File: src/rtl/vga_fetch_pkg.sv
// Shared types, default geometry and helpers for the VGA line-prefetch scheduler.
package vga_fetch_pkg;

    typedef enum logic [1:0] {
        IDLE       = 2'd0,
        WAIT_FRAME = 2'd1,
        RUN        = 2'd2
    } state_e;

    localparam int unsigned DEF_H_ACTIVE   = 640;
    localparam int unsigned DEF_V_ACTIVE   = 480;
    localparam int unsigned DEF_BURST_LEN  = 16;
    localparam int unsigned DEF_FIFO_DEPTH = 64;
    localparam int unsigned DEF_ADDR_W     = 20;
    localparam int unsigned DEF_BASE_ADDR  = 0;

    localparam int unsigned FRAME_PIXELS = DEF_H_ACTIVE * DEF_V_ACTIVE;

    // Level counters need one extra bit so that a completely full FIFO is representable.
    function automatic int unsigned lvl_w(input int unsigned depth);
        return $clog2(depth) + 1;
    endfunction

    localparam int unsigned LVL_W = lvl_w(DEF_FIFO_DEPTH);

    function automatic int unsigned min_len(input int unsigned remaining, input int unsigned burst);
        return (remaining < burst) ? remaining : burst;
    endfunction

endpackage

File: src/rtl/vga_fetch_sched_if.sv
// Burst read request channel between the fetch scheduler (master) and the frame-memory arbiter (slave).
interface vga_fetch_sched_if #(
    parameter int unsigned ADDR_W = 20
);
    logic              rd_req;
    logic [ADDR_W-1:0] rd_addr;
    logic [7:0]        rd_len;
    logic              rd_ack;
    logic              rd_beat;

    modport master (output rd_req, rd_addr, rd_len, input  rd_ack, rd_beat);
    modport slave  (input  rd_req, rd_addr, rd_len, output rd_ack, rd_beat);
endinterface

File: src/rtl/vga_fetch_credit.sv
// FIFO fill and credit (fill + in-flight) tracking with sticky underflow detection.
// VGA_FETCH_UFLOW_CNT_EN adds a saturating underflow event counter.
module vga_fetch_credit
    import vga_fetch_pkg::*;
#(
    parameter int unsigned FIFO_DEPTH = DEF_FIFO_DEPTH
) (
    input  logic                         pixel_clk,
    input  logic                         rst_n,
    input  logic                         xfer,
    input  logic [7:0]                   xfer_len,
    input  logic                         de,
    input  logic                         rd_beat,
    input  logic                         frame_start,
    output logic [lvl_w(FIFO_DEPTH)-1:0] fifo_level,
    output logic [lvl_w(FIFO_DEPTH)-1:0] reserved,
    output logic                         underflow
`ifdef VGA_FETCH_UFLOW_CNT_EN
    ,
    output logic [15:0]                  underflow_cnt
`endif
);
    localparam int unsigned LW = lvl_w(FIFO_DEPTH);

    logic [LW-1:0] level_q, level_d;
    logic [LW-1:0] reserved_q, reserved_d;
    logic          underflow_q, underflow_d;
    logic          pop, uflow_evt, beat_ok;

    always_comb begin
        pop         = de & (level_q != '0);
        uflow_evt   = de & (level_q == '0);
        // A beat into a full FIFO is dropped rather than wrapping the counter.
        beat_ok     = rd_beat & (level_q != LW'(FIFO_DEPTH));
        level_d     = level_q + LW'(beat_ok) - LW'(pop);
        reserved_d  = reserved_q + (xfer ? LW'(xfer_len) : '0) - LW'(pop);
        underflow_d = uflow_evt | (underflow_q & ~frame_start);
    end

    always_ff @(posedge pixel_clk or negedge rst_n) begin
        if (!rst_n) begin
            level_q     <= '0;
            reserved_q  <= '0;
            underflow_q <= 1'b0;
        end else begin
            level_q     <= level_d;
            reserved_q  <= reserved_d;
            underflow_q <= underflow_d;
        end
    end

`ifdef VGA_FETCH_UFLOW_CNT_EN
    logic [15:0] ucnt_q, ucnt_d;

    always_comb begin
        ucnt_d = ucnt_q;
        if (uflow_evt && (ucnt_q != 16'hFFFF)) ucnt_d = ucnt_q + 16'd1;
    end

    always_ff @(posedge pixel_clk or negedge rst_n) begin
        if (!rst_n) ucnt_q <= '0;
        else        ucnt_q <= ucnt_d;
    end

    assign underflow_cnt = ucnt_q;
`endif

    assign fifo_level = level_q;
    assign reserved   = reserved_q;
    assign underflow  = underflow_q;

endmodule

File: src/rtl/vga_fetch_sched.sv
// Line-prefetch scheduler: issues burst reads so the external pixel FIFO stays ahead of de.
// VGA_FETCH_UFLOW_CNT_EN adds the underflow_cnt output (saturating underflow event count).
module vga_fetch_sched
    import vga_fetch_pkg::*;
#(
    parameter int unsigned H_ACTIVE   = DEF_H_ACTIVE,
    parameter int unsigned V_ACTIVE   = DEF_V_ACTIVE,
    parameter int unsigned BURST_LEN  = DEF_BURST_LEN,
    parameter int unsigned FIFO_DEPTH = DEF_FIFO_DEPTH,
    parameter int unsigned ADDR_W     = DEF_ADDR_W,
    parameter int unsigned BASE_ADDR  = DEF_BASE_ADDR
) (
    input  logic                         pixel_clk,
    input  logic                         rst_n,
    input  logic                         enable,
    input  logic                         vs,
    input  logic                         de,
    vga_fetch_sched_if.master            rd,
    output logic [lvl_w(FIFO_DEPTH)-1:0] fifo_level,
    output logic                         underflow,
    output logic                         busy
`ifdef VGA_FETCH_UFLOW_CNT_EN
    ,
    output logic [15:0]                  underflow_cnt
`endif
);
    localparam int unsigned       FRAME_PX  = H_ACTIVE * V_ACTIVE;
    localparam int unsigned       REM_W     = $clog2(FRAME_PX + 1);
    localparam int unsigned       LW        = lvl_w(FIFO_DEPTH);
    localparam logic [ADDR_W-1:0] BASE      = ADDR_W'(BASE_ADDR);
    localparam logic [REM_W-1:0]  FRAME_REM = REM_W'(FRAME_PX);

    state_e             state_q, state_d;
    logic               vs_q;
    logic               rd_req_q, rd_req_d;
    logic [ADDR_W-1:0]  rd_addr_q, rd_addr_d;
    logic [7:0]         rd_len_q, rd_len_d;
    logic [REM_W-1:0]   remaining_q, remaining_d;
    logic               reload_pend_q, reload_pend_d;
    logic               busy_q;
    logic [LW-1:0]      reserved;
    logic               frame_start, xfer, fits;
    logic [7:0]         next_len;

    // NOTE: every signal assigned below gets a default first, so no path can infer a latch.
    always_comb begin
        frame_start   = vs_q & ~vs;
        xfer          = rd_req_q & rd.rd_ack;
        next_len      = 8'(min_len(32'(remaining_q), BURST_LEN));
        fits          = (32'(reserved) + 32'(next_len)) <= FIFO_DEPTH;
        state_d       = state_q;
        rd_req_d      = rd_req_q;
        rd_addr_d     = rd_addr_q;
        rd_len_d      = rd_len_q;
        remaining_d   = remaining_q;
        reload_pend_d = reload_pend_q;

        unique case (state_q)
            IDLE: if (enable) state_d = WAIT_FRAME;
            WAIT_FRAME: begin
                if (!enable) begin
                    state_d = IDLE;
                end else if (frame_start) begin
                    state_d     = RUN;
                    rd_addr_d   = BASE;
                    remaining_d = FRAME_REM;
                end
            end
            RUN: begin
                // A pending request always finishes first; a frame restart seen meanwhile is deferred.
                if (xfer) begin
                    rd_req_d = 1'b0;
                    if (reload_pend_q || frame_start) begin
                        rd_addr_d     = BASE;
                        remaining_d   = FRAME_REM;
                        reload_pend_d = 1'b0;
                    end else begin
                        rd_addr_d   = rd_addr_q + ADDR_W'(rd_len_q);
                        remaining_d = remaining_q - REM_W'(rd_len_q);
                    end
                end else if (rd_req_q) begin
                    if (frame_start) reload_pend_d = 1'b1;
                end else if (!enable) begin
                    state_d = IDLE;
                end else if (frame_start) begin
                    rd_addr_d   = BASE;
                    remaining_d = FRAME_REM;
                end else if (remaining_q == '0) begin
                    state_d = WAIT_FRAME;
                end else if (fits) begin
                    rd_req_d = 1'b1;
                    rd_len_d = next_len;
                end
            end
            default: state_d = IDLE;
        endcase
    end

    // NOTE: state flops use non-blocking assignments so every flop samples pre-edge values.
    always_ff @(posedge pixel_clk or negedge rst_n) begin
        if (!rst_n) begin
            state_q       <= IDLE;
            vs_q          <= 1'b1;
            rd_req_q      <= 1'b0;
            rd_addr_q     <= BASE;
            rd_len_q      <= '0;
            remaining_q   <= '0;
            reload_pend_q <= 1'b0;
            busy_q        <= 1'b0;
        end else begin
            state_q       <= state_d;
            vs_q          <= vs;
            rd_req_q      <= rd_req_d;
            rd_addr_q     <= rd_addr_d;
            rd_len_q      <= rd_len_d;
            remaining_q   <= remaining_d;
            reload_pend_q <= reload_pend_d;
            busy_q        <= (state_d != IDLE);
        end
    end

    vga_fetch_credit #(
        .FIFO_DEPTH (FIFO_DEPTH)
    ) u_credit (
        .pixel_clk     (pixel_clk),
        .rst_n         (rst_n),
        .xfer          (xfer),
        .xfer_len      (rd_len_q),
        .de            (de),
        .rd_beat       (rd.rd_beat),
        .frame_start   (frame_start),
        .fifo_level    (fifo_level),
        .reserved      (reserved),
        .underflow     (underflow)
`ifdef VGA_FETCH_UFLOW_CNT_EN
        ,
        .underflow_cnt (underflow_cnt)
`endif
    );

    assign rd.rd_req  = rd_req_q;
    assign rd.rd_addr = rd_addr_q;
    assign rd.rd_len  = rd_len_q;
    assign busy       = busy_q;

endmodule
File: src/flat_wrapper.sv
// flat-port wrapper written by rule: the top's interface ports become plain ports
module vga_fetch_sched_flat import vga_fetch_pkg::*;
#(
    parameter int unsigned H_ACTIVE   = DEF_H_ACTIVE,
    parameter int unsigned V_ACTIVE   = DEF_V_ACTIVE,
    parameter int unsigned BURST_LEN  = DEF_BURST_LEN,
    parameter int unsigned FIFO_DEPTH = DEF_FIFO_DEPTH,
    parameter int unsigned ADDR_W     = DEF_ADDR_W,
    parameter int unsigned BASE_ADDR  = DEF_BASE_ADDR
)
  (pixel_clk, rst_n, enable, vs, de, fifo_level, underflow, busy, rd_rd_req, rd_rd_addr, rd_rd_len, rd_rd_ack, rd_rd_beat);
  vga_fetch_sched_if #(.ADDR_W(ADDR_W)) rd_i ();
  input  logic pixel_clk;
  input  logic rst_n;
  input  logic enable;
  input  logic vs;
  input  logic de;
  output logic [lvl_w(FIFO_DEPTH)-1:0] fifo_level;
  output logic underflow;
  output logic busy;
  output wire logic [$bits(rd_i.rd_req)-1:0] rd_rd_req;
  output wire logic [$bits(rd_i.rd_addr)-1:0] rd_rd_addr;
  output wire logic [$bits(rd_i.rd_len)-1:0] rd_rd_len;
  input wire logic [$bits(rd_i.rd_ack)-1:0] rd_rd_ack;
  input wire logic [$bits(rd_i.rd_beat)-1:0] rd_rd_beat;
  assign rd_rd_req = rd_i.rd_req;
  assign rd_rd_addr = rd_i.rd_addr;
  assign rd_rd_len = rd_i.rd_len;
  assign rd_i.rd_ack = rd_rd_ack;
  assign rd_i.rd_beat = rd_rd_beat;
  vga_fetch_sched #(.H_ACTIVE(H_ACTIVE), .V_ACTIVE(V_ACTIVE), .BURST_LEN(BURST_LEN), .FIFO_DEPTH(FIFO_DEPTH), .ADDR_W(ADDR_W), .BASE_ADDR(BASE_ADDR)) u_core (.pixel_clk(pixel_clk), .rst_n(rst_n), .enable(enable), .vs(vs), .de(de), .rd(rd_i), .fifo_level(fifo_level), .underflow(underflow), .busy(busy));
endmodule
File: config.mk
export PLATFORM = sky130hd
export DESIGN_NAME = vga_fetch_sched_flat
export DESIGN_NICKNAME = d
export VERILOG_FILES = /design/src/rtl/vga_fetch_pkg.sv /design/src/rtl/vga_fetch_sched_if.sv /design/src/rtl/vga_fetch_credit.sv /design/src/rtl/vga_fetch_sched.sv /design/src/flat_wrapper.sv
export SDC_FILE = /design/constraint.sdc
export NUM_CORES = 1
export LEC_CHECK = 0
export CORE_MARGIN = 8
export CORE_UTILIZATION = 58
export DETAILED_ROUTE_END_ITERATION = 6
export GPL_TIMING_DRIVEN = 1
export PLACE_DENSITY = 0.81
export SLEW_MARGIN = 10
export SYNTH_ARGS = -nofsm -noshare
export SYNTH_HDL_FRONTEND = slang
export SYNTH_SLANG_ARGS = --single-unit
export TNS_END_PERCENT = 30
File: constraint.sdc
create_clock -name pixel_clk -period 4.4 [get_ports pixel_clk]
set_clock_uncertainty 0.1 [all_clocks]
set_input_delay 0.88 -clock pixel_clk [delete_from_list [all_inputs] [get_ports pixel_clk]]
set_output_delay 0.88 -clock pixel_clk [all_outputs]
set_load 0.01 [all_outputs]
# After elaboration in Yosys (flattened, before gate mapping)
# Index checks and enable logic that the tools add are counted.
# op_classes
addsub	7
n_lt_le_gt_ge	2
n_eq_ne	5
n_mux	33
n_bitwise	12
n_reduce_logical	12
# op_table
operator	count
20-bit two-way mux	5
19-bit two-way mux	5
20-bit one-hot mux with 2 select lines	1
19-bit one-hot mux with 2 select lines	1
32-bit by 7-bit <= comparator with 1-bit output, second input constant	1
20-bit by 8-bit adder with 20-bit output	1
19-bit zero test	1
19-bit by 5-bit less-than comparator with 1-bit output, second input constant	1
19-bit by 8-bit subtractor with 19-bit output	1
2-bit two-way mux	8
7-bit by 1-bit subtractor with 7-bit output	2
1-bit two-way mux	10
7-bit by 8-bit adder with 9-bit output	1
8-bit two-way mux	1
2-bit nonzero test	4
7-bit by 1-bit adder with 7-bit output	1
7-bit adder	1
7-bit zero test	1
7-bit two-way mux	1
7-bit != test, second input constant	1
7-bit AND reduction	1
7-bit nonzero test	1
1-bit AND	6
2-bit one-hot mux with 3 select lines	1
other kinds (10)	14
# word_totals
regBits	68
input_bits	7
out_inout_bits	38
wordCells	82

# Logic depth before layout (Yosys ltp)
# Gate-level depths: netlist of run 1.
# logic_depth
ltp_word	10
mapped_depth	16
mapped_depth_nobuf	16

# Cells and area by module
# From an unflattened synthesis of run 1, not the netlist that was laid out.
# unflattened
cells_unflattened	505
area_unflattened_um2	4659.5
# modules_own_cells
mod	n_inst	cells_per_inst	area_per_inst_um2	seq_area_each_um2
vga_fetch_sched	1	382	3519.6	1327.5
vga_fetch_credit	1	123	1139.8	375.4

# Worst setup path after synthesis of run 1
# Ideal clock, no wire load.
# synth_timing
path_kind	register -> register
start	reg u_core.remaining_q[12]
end	reg u_core.rd_len_q[4], in the netlist u_core.rd.rd_len[4]
setup_time_ps	128
arrival_ps	3384
t_required_ps	4172
path_slack_ps	788
path_stages_with_launch	12
path_buffers	0
synth_period_minus_slack_ps	3612
cell_sequence	dfrtp_1 or4_4 nor3_4 nand2_4 nor2_1 ha_1 fa_1 nor4_1 o211ai_1 nor4_1 o221ai_4 mux2_1
# synth_between
elab_chain_len	5
word_cells_on_any_way	7
# synth_lines
item	line_no	source
start, declared	vga_fetch_sched.sv:38	logic [REM_W-1:0] remaining_q, remaining_d;
start signal, assigned	vga_fetch_sched.sv:116	remaining_q <= remaining_d;
19-bit by 5-bit less-than comparator with 1-bit output *	vga_fetch_pkg.sv:27	return (remaining < burst) ? remaining : burst;
8-bit two-way mux *	vga_fetch_pkg.sv:27	
named net u_core.next_len[4]	vga_fetch_sched.sv:43	logic [7:0] next_len;
7-bit by 8-bit adder with 9-bit output	vga_fetch_sched.sv:50	fits = (32'(reserved) + 32'(next_len)) <= FIFO_DEPTH;
32-bit by 7-bit <= comparator with 1-bit output	vga_fetch_sched.sv:50	
7-bit AND reduction (no line)	--	
end signal, assigned	vga_fetch_sched.sv:115	rd_len_q <= rd_len_d;
end, declared	vga_fetch_sched.sv:37	logic [7:0] rd_len_q, rd_len_d;
# The timed path passes the listed nets; every way through them passes the cells marked *.
# A chain may end at the register's enable or synchronous reset.

# Worst setup path in the final report of run 1
# Same ends and word-level chain as after synthesis.

==> reports/metrics.yaml, run 1 <==
yosys-top-cells-count: "dfrtp_1, inv_1, ha_1, nand2_1, a21oi_1"
synth_top_area_share_pct: 35.73
die_w_um: 105.9
use_met2_pct: 33.51
final_antenna_net_count: 0
postSynthAreaPerCell_um2: 9.403
holdWs_ps: 402.6
crit_path_end_kind: "flip-flop"
status: "completed"
finalMaxSlewViolations: 0
slew-limit-headroom_pct: 41.16
rsz0062_at_grt: "false"
synth_cell_types: 69
fmax_ghz: 0.2481
row_count: 33
drt_pass1_iterations: 4
cts_tree: "built"
grtUsageMet3_pct: 3.993
ys_async_sr_fraction_pct: 100.0
cts_hold_buf: 0
place_area_um2: 5250
grt_pass1_wl_um: 18710
num_antenna_cells: 0
synth_edf_count: 0
cts.reportedPaths.clkPinSlew_ps: 80
cp_max_fo: 9
antenna_found_initial: 0
avgRoutedWirePerCell_um: 16.44
yosysWarnings: 0
clk_latency_ps: 350
arrival_ps: 4160
ys_ff_latch: 68
cts_buffer_depth: 2
grt_pass1_vias: 3955
drc: 0
cp_top_family: "simple AND/OR/NAND/NOR gates"
finalCritPeriodShare_pct: 91.59
nets: 608
crit_path_frequent_cell: "nor4_1"
start_util_pct: 58.58
layout_min_cycle_time_ps: 4030
cts_root_buf: "clkbuf_8"
cpMaxStageDelayCell: "or4_4"
grt-busiest-layer: "met2"
fillers: 616
post_cts_buffers: 0
critPathRequiredTime_ps: 4530
place_hpwl_um: 7910
synth_most_common_cell: "dfrtp_1"
drv_cap: 0
stdcell_count: 658
finalSetupViolations: 0
place_congestion: 0.9364
pre_cts_slack_ps: 442.6
post_cts_resized: 0
critPathMaxStageDelay_ps: 600
worstMarginPinSlew_ps: 880.8
cp_cell_sequence: "or4_4 > nor3_4 > nand2_4 > nor2_1 > ha_1 > fa_1 > nor4_1 > o211ai_1 > nor4_1 > o221ai_4 > mux2_1"
numCtsBuffers: 9
synthTopCellsByArea: "dfrtp_1, ha_1, inv_1, nand2_1, a21oi_1"
chipHeight_um: 105.9
crit_type: "reg -> reg"
dp_cells: 642
via_count: 3845
worst_hold_path_type: "reg -> reg"
yosysSeqAreaShare_pct: 36.29
drt-total-wl_um: 10820
crit_buf_inv: 0
startpoint_type: "flip-flop"
area_delta_synth_final_pct: 17.20
core-area_um2: 8010
grt_usage_pct: 20.26
irDropWorstVdd_mv: 0.3778
io_buffers: 44
viasPerCell: 5.843
finalHoldViolCount: 0
synth_ff_type: "dfrtp_1"
p_per_area_nw_per_um2: 477.0
worst_slack_ps: 370.1
yosys.area.top_type: "dfrtp_1"
clock-sinks: 68
stdcell_area_um2: 5499
synth_cells: 499
htree_levels: 3
drtIter0Drc: 195
drive_gt1_share_pct: 8.861
p_leak_uw: 0.002532
finalSetupTns_ps: 0
grt_use_met1_pct: 25.12
grt_overflow: 0
synthesis.area_um2: 4692
die_area_um2: 11220
io_pins: 45
grt_max_degree: 37
-- metrics by stage --
step                total power (uW)  utilization [%]
floorplan                       1669                -
global placement                1919            65.54
detailed placement              1985            65.54
CTS                             2636            68.65
global route                    2820            68.65
finish                          2623            68.65
-- power by group --
group / internal (uW) / leakage [uW] / total (uW) / switching, uW
Clock: 392 / 0.000122 / 651 / 259
Combinational: 528 / 0.00152 / 1110 / 581
Sequential: 748 / 0.000889 / 864 / 115
Total: 1670 / 0.00253 / 2620 / 955
-- worst register-to-register path, cell delays in order (launching register included) --
cell and delay, ps:
dfrtp_1 410, or4_4 600, nor3_4 350, nand2_4 110, nor2_1 160, ha_1 220
fa_1 420, nor4_1 320, o211ai_1 140, nor4_1 450, o221ai_4 270, mux2_1 360
-- sequential cells by signal, summed over array words and instances (netlist names), 2 cells and up --
name and count:
u_core.u_credit.fifo_level 7, u_core.remaining_q 19, u_core.state_q 2, u_core.u_credit.reserved 7, u_core.rd.rd_addr 20, u_core.rd.rd_len 8
-- per-layer routing --
metal | up-vias | share of wire, %
li1 | 1891 | -
met1 | 1858 | 44
met2 | 79 | 49
met3 | 17 | 4.6
met4 | 0 | 2.1
met5 | - | 0
-- path summary, 6_finish.rpt --
check / start / end / slack, ps / cells after the start
hold / removal: u_core.remaining_q[16]$_DFFE_PN0P_ / u_core.remaining_q[16]$_DFFE_PN0P_ / 400 / 1
max in group asynchronous: rst_n / u_core.vs_q$_DFF_PN1_ / 2760 / 2
min in group asynchronous: rst_n / u_core.remaining_q[17]$_DFFE_PN0P_ / 490 / 1
setup / recovery: u_core.remaining_q[12]$_DFFE_PN0P_ / u_core.rd.rd_len[4]$_DFFE_PN0P_ / 370 / 11
setup reg to reg: u_core.remaining_q[12]$_DFFE_PN0P_ / u_core.rd.rd_len[4]$_DFFE_PN0P_ / 370 / 11
hold reg to reg: u_core.remaining_q[16]$_DFFE_PN0P_ / u_core.remaining_q[16]$_DFFE_PN0P_ / 400 / 1
-- kinds of logic after synthesis --
family,count (synthesis),share of synthesized area [%]
buffers and inverters,63,5.227
flip-flops,68,36.29
XOR/XNOR,26,4.853
other,1,0.07992
adder cells (fa/ha/maj),53,14.93
AO/OA/AOI/OAI,141,20.16
multiplexers,7,1.627
AND/OR/NAND/NOR,140,16.83
-- cell usage in the layout (no fill, tap or decap), drive strengths merged, types with 6 or more instances in the layout --
cell / count
a21o: 11
a21oi: 31
a22o: 6
a31oi: 13
and2: 6
and3: 8
buf: 6
clkbuf: 10
clkdlybuf4s50: 43
dfrtp: 67
ha: 48
inv: 51
nand2: 44
nand2b: 11
nand3: 8
nor2: 19
nor3: 7
o21a: 6
o21ai: 30
o21bai: 6
o31ai: 6
xnor2: 15
xor2: 11
-- final cells by class --
class / instances / area, um2 / area share, %
well taps: 105 / 131.4 / 2.389
repair buffers: 49 / 473.0 / 8.601
clock buffers: 10 / 137.6 / 2.503
inverters: 51 / 191.4 / 3.481
clock inverters: 6 / 111.4 / 2.025
multi-input cells: 369 / 2751 / 50.03
flip-flops and latches: 68 / 1703 / 30.97
Note: power is estimated with default switching activity, not from simulation.
==> inputs of run 2 (changes only) <==
--- a/constraint.sdc
+++ b/constraint.sdc
@@ -3,3 +3,3 @@
 set_input_delay 0.88 -clock pixel_clk [delete_from_list [all_inputs] [get_ports pixel_clk]]
 set_output_delay 0.88 -clock pixel_clk [all_outputs]
-set_load 0.01 [all_outputs]
+set_load 0.02 [all_outputs]
==> results of run 2 <==
Same layout as run 1 (identical final DEF). Status: completed.
Main changes from that run: total power 2623 uW -> 2660 uW; worst IR drop on VDD 0.3778 mV -> 0.3940 mV
==> inputs of run 3 (changes only) <==
CORE_MARGIN = 2   (was 8)
HOLD_SLACK_MARGIN = 0.02   (was unset)
==> reports/metrics.yaml, run 3 (synthesis results as in run 1) <==
p_per_area_nw_per_um2: 468.3
drt-total-wl_um: 10530
rr_worst_depth: 11
reg2reg_slack_ps: 360
row_count: 32
fillers: 600
largest_reg_flops: 20
critPathRequiredTime_ps: 4530
stdcell_area_um2: 5449
min_from: "u_core.remaining_q[12]$_DFFE_PN0P_"
hold_end: "u_core.remaining_q[12]$_DFFE_PN0P_"
post_cts_buffers: 0
viasPerCell: 5.933
p_sw_uw: 983.9
critPathMaxStageDelay_ps: 550
cts_buffer_depth: 2
antenna_found_initial: 0
finalSetupTns_ps: 0
cp_cell_sequence: "or4_4 > nor3_4 > nand2_4 > nor2_1 > ha_1 > fa_1 > nor4_1 > o211ai_1 > nor4_1 > o221ai_4 > mux2_1"
start_util_pct: 60.41
slew-limit-headroom_pct: 39.42
rsz0062_at_grt: "false"
cts.reportedPaths.clkPinSlew_ps: 80
clk_latency_ps: 350
min_path_cells: 1
timing.rr.end: "u_core.rd.rd_len[4]$_DFFE_PN0P_"
avgRoutedWirePerCell_um: 16.07
irDropWorstVdd_mv: 0.4457
p_int_uw: 1568
die_w_um: 93.94
holdWs_ps: 386.9
worstMarginPinSlew_ps: 908.7
cts_hold_buf: 0
finalHoldViolCount: 0
via_count: 3886
place_hpwl_um: 7584
cp_top_family: "simple AND/OR/NAND/NOR gates"
drt_pass1_iterations: 4
arrival_ps: 4170
p_leak_uw: 0.002512
cts_root_buf: "clkbuf_8"
fmax_ghz: 0.2475
nets: 608
grt_pass1_wl_um: 18100
grt_overflow: 0
layout_min_cycle_time_ps: 4040
crit_type: "reg -> reg"
die_area_um2: 8825
cpMaxStageDelayCell: "or4_4"
comb_power_share_pct: 45.2
grt_pass1_vias: 3872
htree_levels: 3
cp_max_fo: 9
total_power_uw: 2552
cts_tree: "built"
crit_buf_inv: 0
status: "completed"
core-area_um2: 7767
area_delta_synth_final_pct: 16.13
grt_max_degree: 37
place_area_um2: 5246
seqPwrFrac_pct: 33.7
post-route-util_pct: 70.15
post_cts_resized: 0
drc: 0
most-common-layout-cells: "dfrtp_1, inv_1, ha_1"
drtIter0Drc: 181
grt_usage_pct: 25.87
drv_cap: 0
r2r_start: "u_core.remaining_q[9]$_DFFE_PN0P_"
worst_hold_path_type: "reg -> reg"
numCtsBuffers: 9
io_pins: 45
clock-sinks: 68
io_buffers: 44
startpoint_type: "flip-flop"
finalCritPeriodShare_pct: 91.83
chipHeight_um: 93.94
finalMaxSlewViolations: 0
num_antenna_cells: 0
crit_path_frequent_cell: "nor4_1"
drive_gt1_share_pct: 8.680
p_clk_share_pct: 21.1
final_antenna_net_count: 0
crit_path_end_kind: "flip-flop"
final_common_cell: "dfrtp_1"
swShare_pct: 38.56
place_congestion: 0.9275
finalSetupViolations: 0
-- run 3: cell types whose count changed in the layout (fill, tap and decap cells not counted) --
cell / previous run / this run
bufinv_16: 3 / 1
clkbuf_1: 0 / 1
clkbuf_8: 10 / 11
clkinv_2: 1 / 2
clkinv_4: 1 / 0
-- run 3: worst max path at each step --
| stage | startpoint | endpoint | slack (ps) | cells after the start |
|---|---|---|---|---|
| after CTS | u_core.remaining_q[12]$_DFFE_PN0P_ | u_core.rd.rd_len[4]$_DFFE_PN0P_ | 390 | 11 |
| after global placement | u_core.remaining_q[12]$_DFFE_PN0P_ | u_core.rd.rd_len[4]$_DFFE_PN0P_ | 540 | 11 |
| final | u_core.remaining_q[9]$_DFFE_PN0P_ | u_core.rd.rd_len[4]$_DFFE_PN0P_ | 360 | 11 |
| after detailed placement | u_core.remaining_q[12]$_DFFE_PN0P_ | u_core.rd.rd_len[4]$_DFFE_PN0P_ | 440 | 11 |
| after floorplan | u_core.remaining_q[12]$_DFFE_PN0P_ | u_core.rd.rd_len[4]$_DFFE_PN0P_ | 790 | 11 |
| after global routing | u_core.remaining_q[9]$_DFFE_PN0P_ | u_core.rd.rd_len[4]$_DFFE_PN0P_ | 140 | 11 |
-- run 3: cell type report --
type | instances | area, um2 | share of cell area [%]
Timing Repair Buffer | 49 | 473.0 | 8.680
Sequential cell | 68 | 1703 | 31.25
Clock buffer | 12 | 155.1 | 2.847
Inverter | 51 | 191.4 | 3.513
Multi-Input combinational cell | 369 | 2751 | 50.49
Clock inverter | 4 | 47.55 | 0.8726
Tap cell | 102 | 127.6 | 2.342
-- run 3: stage by stage --
| stage | worst slack, ps | instances |
|---|---|---|
| 4_1_cts | 393.4 | 655 |
| 5_1_grt | 143.1 | 655 |
| 3_3_place_gp | 544.3 | 639 |
| 2_1_floorplan | 788.1 | 500 |
| 6_report | 359.6 | 655 |
| 3_5_place_dp | 441.0 | 639 |
-- run 3: routing by layer --
layer  track usage (%)  up-vias  wire length, um
met5                 0        -                0
met2             43.27       82             5167
met4             9.058        0              201
met3             4.815       16              438
met1             33.70     1903             4720
li1                  -     1885                -
-- run 3: power groups by stage --
stage | sequential [uW] | clock [uW] | combinational [uW]
CTS | 860 | 542 | 1160
floorplan | 902 | 0 | 803
finish | 860 | 539 | 1150
detailed placement | 869 | 0 | 1150
global placement | 865 | 0 | 1080
global route | 878 | 575 | 1290
